$ cat config.mk
export PLATFORM = sky130hd
export DESIGN_NAME = store_narrow_unit
export DESIGN_NICKNAME = d
export VERILOG_FILES = /design/src/rtl/store_narrow_unit.sv
export SDC_FILE = /design/constraint.sdc
export NUM_CORES = 1
export LEC_CHECK = 0
export BUFFER_PORTS_ARGS = -buffer_cell sky130_fd_sc_hd__buf_2
export CAP_MARGIN = 30
export CORE_ASPECT_RATIO = 0.6
export CORE_MARGIN = 2
export CORE_UTILIZATION = 44
export CTS_CLUSTER_SIZE = 30
export DETAILED_ROUTE_END_ITERATION = 16
export PLACE_DENSITY = 0.73
export SLEW_MARGIN = 20
export SYNTH_ARGS = -nofsm -noshare
export SYNTH_HDL_FRONTEND = slang
export SYNTH_SLANG_ARGS = --single-unit
$ cat constraint.sdc
create_clock -name clk -period 1.9 [get_ports clk]
set_input_delay 0 -clock clk [delete_from_list [all_inputs] [get_ports clk]]
set_output_delay 0 -clock clk [all_outputs]
set_load 0.005 [all_outputs]
$ cat src/rtl/store_narrow_unit.sv
// Store-side narrowing unit: places sb/sh/sw data into the correct byte lane of a
// word-only synchronous RAM, using read-modify-write for sub-word stores.
module store_narrow_unit #(
   parameter int ADDR_WIDTH = 32,
   parameter int BIG_ENDIAN = 1
) (
   input  logic                  clk,
   input  logic                  rst_n,
   input  logic                  req_valid,
   output logic                  req_ready,
   input  logic [1:0]            req_size,
   input  logic [ADDR_WIDTH-1:0] req_addr,
   input  logic [31:0]           req_data,
   output logic [ADDR_WIDTH-1:0] mem_addr,
   output logic                  mem_rd_en,
   input  logic [31:0]           mem_rd_data,
   output logic                  mem_wr_en,
   output logic [31:0]           mem_wr_data,
   output logic                  done,
   output logic                  misaligned
);

   localparam logic [1:0] SIZE_BYTE = 2'b00;
   localparam logic [1:0] SIZE_HALF = 2'b01;
   localparam logic [1:0] SIZE_WORD = 2'b10;

   typedef enum logic [2:0] {
      ST_IDLE  = 3'd0,
      ST_READ  = 3'd1,
      ST_WAIT  = 3'd2,
      ST_WRITE = 3'd3,
      ST_ERR   = 3'd4
   } state_t;

   state_t                  state_r;
   state_t                  state_next_s;
   logic                    accept_s;
   logic [1:0]              off_s;
   logic [4:0]              shift_s;
   logic [31:0]             base_mask_s;
   logic [31:0]             lane_mask_s;
   logic [31:0]             lane_data_s;
   logic [31:0]             lane_mask_r;
   logic [31:0]             lane_data_r;
   logic [ADDR_WIDTH-1:0]   mem_addr_r;
   logic [31:0]             wr_data_r;
   logic                    rd_en_s;
   logic                    wr_en_s;
   logic                    done_s;
   logic                    mis_s;
   logic                    rd_en_r;
   logic                    wr_en_r;
   logic                    done_r;
   logic                    mis_r;

   function automatic logic is_misaligned(input logic [1:0] size, input logic [1:0] off);
      logic bad;
      case (size)
         SIZE_BYTE: bad = 1'b0;
         SIZE_HALF: bad = off[0];
         SIZE_WORD: bad = (off != 2'b00);
         default:   bad = 1'b1;
      endcase
      return bad;
   endfunction

   // Lane index counts byte positions from bit 0; big-endian numbers offsets from the MSB.
   function automatic logic [4:0] lane_shift(input logic [1:0] size, input logic [1:0] off);
      logic [1:0] lane;
      if (BIG_ENDIAN != 0) begin
         if (size == SIZE_HALF) begin
            lane = 2'd2 - off;
         end else begin
            lane = 2'd3 - off;
         end
      end else begin
         lane = off;
      end
      return {lane, 3'b000};
   endfunction

   assign req_ready = rst_n && (state_r == ST_IDLE);
   assign accept_s  = req_valid && req_ready;

   // Lane mask and positioned store data for the incoming request.
   always_comb begin
      off_s   = req_addr[1:0];
      shift_s = lane_shift(req_size, off_s);
      if (req_size == SIZE_HALF) begin
         base_mask_s = 32'h0000_FFFF;
      end else begin
         base_mask_s = 32'h0000_00FF;
      end
      lane_mask_s = base_mask_s << shift_s;
      lane_data_s = (req_data & base_mask_s) << shift_s;
   end

   // State register.
   always_ff @(posedge clk) begin
      if (!rst_n) begin
         state_r <= ST_IDLE;
      end else begin
         state_r <= state_next_s;
      end
   end

   // Next-state logic.
   always_comb begin
      state_next_s = state_r;
      case (state_r)
         ST_IDLE: begin
            if (accept_s) begin
               if (is_misaligned(req_size, req_addr[1:0])) begin
                  state_next_s = ST_ERR;
               end else if (req_size == SIZE_WORD) begin
                  state_next_s = ST_WRITE;
               end else begin
                  state_next_s = ST_READ;
               end
            end else begin
               state_next_s = ST_IDLE;
            end
         end
         ST_READ:  state_next_s = ST_WAIT;
         ST_WAIT:  state_next_s = ST_WRITE;
         ST_WRITE: state_next_s = ST_IDLE;
         ST_ERR:   state_next_s = ST_IDLE;
         default:  state_next_s = ST_IDLE;
      endcase
   end

   // Strobes decoded from the next state so they can be registered without adding latency.
   always_comb begin
      rd_en_s = 1'b0;
      wr_en_s = 1'b0;
      done_s  = 1'b0;
      mis_s   = 1'b0;
      case (state_next_s)
         ST_READ:  rd_en_s = 1'b1;
         ST_WRITE: begin
            wr_en_s = 1'b1;
            done_s  = 1'b1;
         end
         ST_ERR: begin
            done_s = 1'b1;
            mis_s  = 1'b1;
         end
         default: rd_en_s = 1'b0;
      endcase
   end

   // Output strobe registers.
   always_ff @(posedge clk) begin
      if (!rst_n) begin
         rd_en_r <= 1'b0;
         wr_en_r <= 1'b0;
         done_r  <= 1'b0;
         mis_r   <= 1'b0;
      end else begin
         rd_en_r <= rd_en_s;
         wr_en_r <= wr_en_s;
         done_r  <= done_s;
         mis_r   <= mis_s;
      end
   end

   // Request latch and merge register; a word store loads the merge register directly.
   always_ff @(posedge clk) begin
      if (!rst_n) begin
         mem_addr_r  <= {ADDR_WIDTH{1'b0}};
         wr_data_r   <= 32'h0000_0000;
         lane_mask_r <= 32'h0000_0000;
         lane_data_r <= 32'h0000_0000;
      end else if (accept_s) begin
         mem_addr_r  <= {req_addr[ADDR_WIDTH-1:2], 2'b00};
         lane_mask_r <= lane_mask_s;
         lane_data_r <= lane_data_s;
         if (req_size == SIZE_WORD) begin
            wr_data_r <= req_data;
         end
      end else if (state_r == ST_WAIT) begin
         wr_data_r <= (mem_rd_data & ~lane_mask_r) | lane_data_r;
      end
   end

   assign mem_addr    = mem_addr_r;
   assign mem_rd_en   = rd_en_r;
   assign mem_wr_en   = wr_en_r;
   assign mem_wr_data = wr_data_r;
   assign done        = done_r;
   assign misaligned  = mis_r;

endmodule

# Yosys cells after proc, flatten, opt, wreduce, memory -nomap -nowiden
# Cells that the tools add are included.
dict set report word_totals {
  word_cells 49
  ff_bits 133
}
dict set report op_classes {
  mux 16
  n_shift 2
  n_reduce_logical 8
  n_bitwise 4
  addsub 2
  eq_ne 8
}
# op n
set op_table {}
lappend op_table {{32-bit 2-to-1 mux} 3}
lappend op_table {{32-bit bitwise AND} 2}
lappend op_table {{32-bit by 5-bit left shift with 32-bit output} 2}
lappend op_table {{32-bit NOT} 1}
lappend op_table {{32-bit OR} 1}
lappend op_table {{16-bit 2-to-1 mux} 1}
lappend op_table {{3-bit case mux with 3 select lines} 1}
lappend op_table {{3-bit by 1-bit equality test with 1-bit output, second input constant} 2}
lappend op_table {{3-bit by 2-bit equality test with 1-bit output, second input constant} 2}
lappend op_table {{1-bit 2-to-1 mux} 6}
lappend op_table {{3-bit 2-to-1 mux} 2}
lappend op_table {{2-bit 2-to-1 mux} 2}
lappend op_table {{2-bit nonzero test} 2}
lappend op_table {{2-bit subtractor, first input constant} 2}
lappend op_table {{3-bit equality test, second input constant} 1}
lappend op_table {{3-bit logical NOT} 1}
lappend op_table {{1-bit case mux with 3 select lines} 1}
lappend op_table {{2-bit by 1-bit equality test with 1-bit output, second input constant} 1}
lappend op_table {{2-bit equality test, second input constant} 1}
lappend op_table {{1-bit logical AND} 2}
lappend op_table {{2-bit logical NOT} 1}
lappend op_table {{2-bit by 1-bit != test with 1-bit output, second input constant} 1}
lappend op_table {{2-bit AND reduction} 1}
lappend op_table {{2-bit OR reduction} 1}

# Depth between registers and ports, before layout
# Gate-level depths: netlist of run 1.
dict set report logic_depth {
  depth_word 11
  mapped_depth 8
  ltp_nobuf 6
}

# Least setup slack after synthesis of run 1
# OpenSTA, ideal clock, no wires.
dict set report synth_path {
  path_type {register to register}
  start {register state_r[2]}
  end {register wr_data_r[0] (netlist: mem_wr_data[0])}
  synth_period_minus_slack_ps 1751
  stages_incl_launch_ff 7
  n_path_buf 2
  t_arrival_ps 1633
  path_slack_ps 149
  required_ps 1783
  path_cell_list {dfxtp_1 nor4b_4 nand4b_1 and3_1 clkbuf_1 buf_2 a32o_1}
}
dict set report synth_via {
  elab_chain_len 5
  elab_cells_between_ends 8
}
# item line_no
set synth_lines {}
lappend synth_lines {{start: declaration} 35} ;# state_t state_r;
lappend synth_lines {{start signal: assignment} 103} ;# state_r <= state_next_s;
lappend synth_lines {{3-bit logical NOT} 82} ;# assign req_ready = rst_n && (state_r == ST_IDLE);
lappend synth_lines {{1-bit logical AND} 82}
lappend synth_lines {{1-bit logical AND} 83} ;# assign accept_s = req_valid && req_ready;
lappend synth_lines {{2-bit by 1-bit != test with 1-bit output (no source line) or 2-bit nonzero test (tied branches)} n/a}
lappend synth_lines {{2-bit AND reduction (no source line)} n/a}
lappend synth_lines {{end signal: assignment} 179} ;# wr_data_r <= req_data;
lappend synth_lines {{end signal: assignment} 182} ;# wr_data_r <= (mem_rd_data & ~lane_mask_r) | lane_data_r;
lappend synth_lines {{end: declaration} 46} ;# logic [31:0] wr_data_r;
# Several ways; a longest one is shown, not always the timed one.
# A chain may end at the register's enable or synchronous reset.

# Worst setup path after layout of run 1
dict set report layout_path {
  start {register state_r[2]}
  end {register wr_data_r[27] (netlist: mem_wr_data[27])}
}
# The elaborated chain is that of the path after synthesis.

==> results of run 1 <==
[tightest hold or removal path: stages]
cell and delay, ns:
buf_2 0.13, mux2i_1 0.13, nor3_1 0.05
[path summary, 6_finish.rpt]
kind                              startpoint         endpoint  cells past startpoint
worst max-delay path              state_r[2]  mem_wr_data[27]                      5
worst min-delay path             req_data[7]   lane_data_r[7]                      3
worst max register to register    state_r[2]  mem_wr_data[27]                      5
worst min register to register  mem_addr[12]     mem_addr[12]                      2
[power breakdown]
group | internal (mW) | switching (mW)
sequential | 2.38 | 0.0998
combinational | 0.539 | 0.590
clock | 1.06 | 0.823
[per-stage QoR]
stage	std cells	instance area [µm²]	setup slack [ns]	util [%]	power, mW
4_1_cts	876	6271	0.1294	64.16	5.521
3_5_place_dp	802	5384	0.1379	55.08	3.552
2_1_floorplan	524	4373	0.1492	-	3.102
6_report	876	6274	0.1217	64.18	5.493
5_1_grt	876	6274	0.005350	64.18	5.786
3_3_place_gp	802	5384	0.1805	55.08	3.519
[timing repair]
action	in CTS	in global routing
hold buffers	58	0
setup endpoints to repair	0	5
gates resized for setup	0	1
endpoints found under the hold margin	60	0
[area by class of cell]
cell class	count	area, µm²
fill	807	3501
sequential	105	2102
multi-input combinational	371	2092
timing repair buffer	241	1574
clock buffer	10	239.0
tap	135	168.9
clock inverter	6	67.56
inverter	8	30.03
[flip-flops by register name, indices dropped and copies added, names as in the netlist]
name and flops:
mem_rd_en 1, lane_data_r 32, mem_wr_data 32, mem_wr_en 1, state_r 3, done 1, lane_mask_r 4, misaligned 1
mem_addr 30
[kinds of logic (layout without fill, tap and decap cells)]
family                     Yosys count  count (layout)
AOI/OAI and AO/OA                  150             150
and+or+nand+nor                    208             208
xor gates and xnor gates             1               1
buffers and inverters               48             265
other                                1               2
adders and majority gates            3               3
muxes                                7               7
DFF                                105             105
[per-layer routing]
layer / track usage (%) / vias up / wire [µm]
li1: - / 2252 / -
met1: 33.71 / 2133 / 6087
met2: 39.74 / 194 / 6057
met3: 7.116 / 21 / 1026
met4: 5.914 / 0 / 174
met5: 0 / - / 0
[cell usage after synthesis (3+ instances only)]
cell type  count  area [µm²]
nor2_1        10       37.54
a31oi_1        9       56.30
nand2_1      121       454.2
nor3_1         9       45.04
a32o_1        32       320.3
buf_2          8       40.04
or3_1         16       100.1
or2_2         32       200.2
a21oi_1       83       415.4
a22oi_1       10       75.07
nor2b_1        9       56.30
ha_1           3       37.54
clkbuf_1      28       105.1
mux2i_1        7       70.07
inv_1          5       18.77
o21ai_0       10       50.05
dfxtp_1      105        2102
==> results.yml, run 1 <==
worst_setup_path:
  slowest_delay_ns: 0.38
  arrival_ns: 2.02
  start_kind: "flop"
  path_cells: "nor3_1 -> nand3_4 -> buf_12 -> or2_2 -> a32o_1"
  crit_required_ns: 2.14
  crit_slowest_cell: "nor3_1"
  endpoint_kind: "flop"
  crit_type: "flop to flop"
  critPathMaxFanout: 57
  cp_top_family: "simple AND/OR/NAND/NOR gates"
  timing.critical_path.buf_inv: 1
  rrSetupSlack_ns: 0.12
cells_and_area:
  area_delta_synth_final_pct: 43.59
  fin_nets: 840
  final_cell_mix: "167 x buf_2, 121 x nand2_1, 105 x dfxtp_1, 83 x a21oi_1, 58 x dlygate4sd3_1"
  drive_above_1_share_pct: 32.12
  antenna_cells: 0
  final_common_cell: "buf_2"
timing:
  drv_slew: 0
  rsz0062_at_grt: "false"
  slew_headroom_pct: 62.19
  timing.fmax_mhz: 562.3
  period_share_pct: 93.60
  setup-tns-final_ns: 0
  fin_skew_ns: 0.008922
  hold_slack_ns: 0.01156
  setup_violations: 0
  min_period_ns: 1.778
  hold_violations: 0
  tightest_slew_ns: 0.5650
global_route:
  antenna_found_initial: 0
  track_usage_pct: 24.93
  grt_max_degree: 58
  grt_pass1_vias: 4273
  grt_pass1_wl_mm: 21.33
  grt-ovfl-total: 0
run:
  max-cap-violations: 0
die:
  core_um2: 9774
  chipWidth_um: 132.6
  die_area_um2: 10770
  pin_count: 170
  die_y_um: 81.19
  rows: 28
  start_util_pct: 44.70
synth:
  synthesis.area_um2: 4369
  ys_warn_count: 0
  synthMuxAreaShare_pct: 1.604
  synth_compound_area_share_pct: 22.02
  synthCells: 523
  seq_area_frac_synth_pct: 48.11
  synth_fa_ha_area_share_pct: 0.8591
  synth_top_family_by_area: "simple AND/OR/NAND/NOR gates"
  async_flop_share_pct: 0
  synth-edff-count: 0
  ys_types: 37
  synth_ff_type: "dfxtp_1"
  ys_ff_latch: 105
  synth_simple_gate_area_share_pct: 22.59
  synth-xor-area-share_pct: 0.2005
  syn_area_per_cell_um2: 8.354
clocking:
  ctsHtreeMaxLevel: 3
  clockBufferDepth: 2
  cts_inserted_buffers: 9
  postCtsSetupBuffers: 0
  cts.reportedPaths.clkPinSlew_ns: 0.07
  clock_latency_ns: 0.35
  cts_num_sinks: 105
  root_buffer: "clkbuf_16"
  cts_tree: "built"
route:
  final_antenna_net_count: 0
  dr.pass1.iters: 5
  drt-vias-per-instance: 5.251
  drt_iter0_drc: 345
  wl_per_cell_um: 15.24
  wirelength_mm: 13.35
  route.detailed.drc: 0
  num_vias: 4600
place:
  port_buffers: 167
  routabilityCongestion: 0.8904
  place_hpwl_mm: 9.250
min_path:
  hp-class: "primary input to flop"
power_and_ir_drop:
  peakVddDrop_uv: 503.5
  p_leak_nw: 2.802
  power.density_nw_per_um2: 875.6
outcome:
  status: "finished clean"
Power figures use the tool's default switching activity.
==> inputs of run 2 (changes only) <==
--- a/config.mk
+++ b/config.mk
@@ -5,14 +5,15 @@
 export SDC_FILE = /design/constraint.sdc
 export NUM_CORES = 1
 export LEC_CHECK = 0
+export ABC_AREA = 1
 export BUFFER_PORTS_ARGS = -buffer_cell sky130_fd_sc_hd__buf_2
-export CAP_MARGIN = 30
+export CAP_MARGIN = 20
 export CORE_ASPECT_RATIO = 0.6
 export CORE_MARGIN = 2
-export CORE_UTILIZATION = 44
+export CORE_UTILIZATION = 46
 export CTS_CLUSTER_SIZE = 30
 export DETAILED_ROUTE_END_ITERATION = 16
-export PLACE_DENSITY = 0.73
+export PLACE_DENSITY = 0.74
 export SLEW_MARGIN = 20
 export SYNTH_ARGS = -nofsm -noshare
 export SYNTH_HDL_FRONTEND = slang
==> results.yml, run 2 <==
outcome:
  status: "finished clean"
place:
  routabilityCongestion: 0.8953
  place_ws_ns: 0.3047
  port_buffers: 167
  placed_area_um2: 5959
  place_hpwl_mm: 9.845
worst_setup_path:
  timing.critical_path.buf_inv: 1
  crit_type: "flop to flop"
  path_cells: "nor2_2 -> nand4_1 -> buf_4 -> nor2_4 -> nand2_1 -> a21oi_1"
  start_kind: "flop"
  crit_required_ns: 2.18
  rrSetupSlack_ns: 0.35
  slowest_delay_ns: 0.32
  endpoint_kind: "flop"
  critPathMaxFanout: 47
  crit_slowest_cell: "dfxtp_1"
  cp_top_family: "simple AND/OR/NAND/NOR gates"
  arrival_ns: 1.83
clocking:
  cts_num_sinks: 105
  cts_tree: "built"
  cts.reportedPaths.clkPinSlew_ns: 0.08
  clockBufferDepth: 2
  clock_latency_ns: 0.35
  root_buffer: "clkbuf_16"
  cts_inserted_buffers: 9
  post_cts_resized: 0
  postCtsSetupBuffers: 0
  ctsHoldBuffers: 56
  ctsHtreeMaxLevel: 3
timing:
  period_share_pct: 81.73
  hold_violations: 0
  fin_skew_ns: 0.005989
  timing.fmax_mhz: 644.0
  setup_slack_ns: 0.3471
  min_period_ns: 1.553
  rsz0062_at_grt: "false"
  setup_violations: 0
  setup-tns-final_ns: 0
  drv_slew: 0
global_route:
  antenna_found_initial: 0
  grt-ovfl-total: 0
  grt_pass1_wl_mm: 24.18
  grt_max_degree: 48
  track_usage_pct: 25.05
  grt_pass1_vias: 4967
synth:
  synth.area.top_cells: "dfxtp_1 42%, nand2_1 23%, nand3_1 8.2%"
  ys_ff_latch: 105
  ys_warn_count: 0
  seq_area_frac_synth_pct: 41.76
  synth_top_area_share_pct: 41.76
  syn_area_per_cell_um2: 6.404
  synth_ff_type: "dfxtp_1"
  synthCells: 786
  synthesis.area_um2: 5034
  synthTopCellsByCount: "304 x nand2_1, 105 x dfxtp_1, 85 x inv_1, 82 x nand3_1, 78 x nor2_1"
  synth_most_common_cell: "nand2_1"
  async_flop_share_pct: 0
  synth-edff-count: 0
  yosysTopAreaCell: "dfxtp_1"
  ys_types: 23
power_and_ir_drop:
  peakVddDrop_uv: 569.4
  totalPowerFinal_mw: 5.504
  p_leak_nw: 3.779
  power.density_nw_per_um2: 805.8
route:
  final_antenna_net_count: 0
  route.detailed.drc: 0
  dr.pass1.iters: 5
  num_vias: 5441
  drt_iter0_drc: 374
  wl_per_cell_um: 12.97
  wl_met2_mm: 6.170
  wl_met1_mm: 7.252
  wl_met3_mm: 1.046
  routed.top_layer: "met4"
  drt-vias-per-instance: 4.807
  wirelength_mm: 14.69
die:
  rows: 29
  chipWidth_um: 139.0
  pin_count: 170
  core_um2: 10600
  start_util_pct: 47.51
  die_y_um: 85.03
  die_area_um2: 11820
cells_and_area:
  fin_area_um2: 6830
  fin_nets: 1092
  final_cell_mix: "304 x nand2_1, 167 x buf_2, 105 x dfxtp_1, 85 x inv_1, 82 x nand3_1"
  final_common_cell: "nand2_1"
  antenna_cells: 0
  area_delta_synth_final_pct: 35.69
  drive_above_1_share_pct: 20.85
run:
  max-cap-violations: 0
min_path:
  hp-class: "primary input to flop"
## run 2: changes by cell type in the layout (fill, tap and decap cells not counted), moves of 25 or more
cell | before | now
a21oi_1 | 83 | 35
nor2_1 | 10 | 77
o21bai_1 | 0 | 25
or2_2 | 32 | 0
a32o_1 | 32 | 0
nand3_1 | 0 | 82
nand2_1 | 121 | 304
inv_1 | 5 | 85
## run 2: where the power goes
group | internal, mW | leakage [nW] | switching (mW)
Sequential | 2.36 | 0.858 | 0.0816
Clock | 1.05 | 0.153 | 0.905
Combinational | 0.492 | 2.77 | 0.616
## run 2: layout make-up
type / count / area (µm²)
clock buffer: 9 / 225.2
clock inverter: 7 / 85.08
fill: 955 / 3765
inverter: 88 / 330.3
multi-input combinational: 546 / 2380
sequential: 105 / 2102
tap: 139 / 173.9
timing repair buffer: 238 / 1534
## run 2: worst paths after layout
| check | start | end | cells after the start |
|---|---|---|---|
| hold reg to reg | mem_addr[11] | mem_addr[11] | 2 |
| setup reg to reg | state_r[2] | lane_data_r[15] | 6 |
| hold / removal | req_data[3] | lane_data_r[3] | 3 |
| setup / recovery | state_r[2] | lane_data_r[15] | 6 |
## run 2: cell families after synthesis
family,count (synthesis),synth area share (%)
compound gates,67,8.153
other cells,1,0.07450
buf+inv,136,11.19
fa+ha+maj,3,0.7458
flops,105,41.76
simple gates,474,38.08
## run 2: routing by layer
metal / global-route usage, % / vias to the layer above
li1: - / 2805
met4: 5.969 / 0
met5: 0 / -
met2: 38.24 / 197
met3: 5.756 / 23
met1: 36.22 / 2416
## run 2: worst register-to-register path, cell delays in order, from the launching register on
cell and delay, ns:
dfxtp_1 0.32, nor2_2 0.15, nand4_1 0.17, buf_4 0.32
nor2_4 0.30, nand2_1 0.09, a21oi_1 0.13
## run 2: per-stage QoR
step | hold slack [ns] | utilization [%] | std cells
6_report | 0.008690 | 64.47 | 1132
5_1_grt | 0.01743 | 64.47 | 1132
4_1_cts | 0.003704 | 64.47 | 1132
3_5_place_dp | 0.1971 | 56.25 | 1060
3_3_place_gp | 0.1941 | 56.25 | 1060
2_1_floorplan | 0.1105 | - | 787
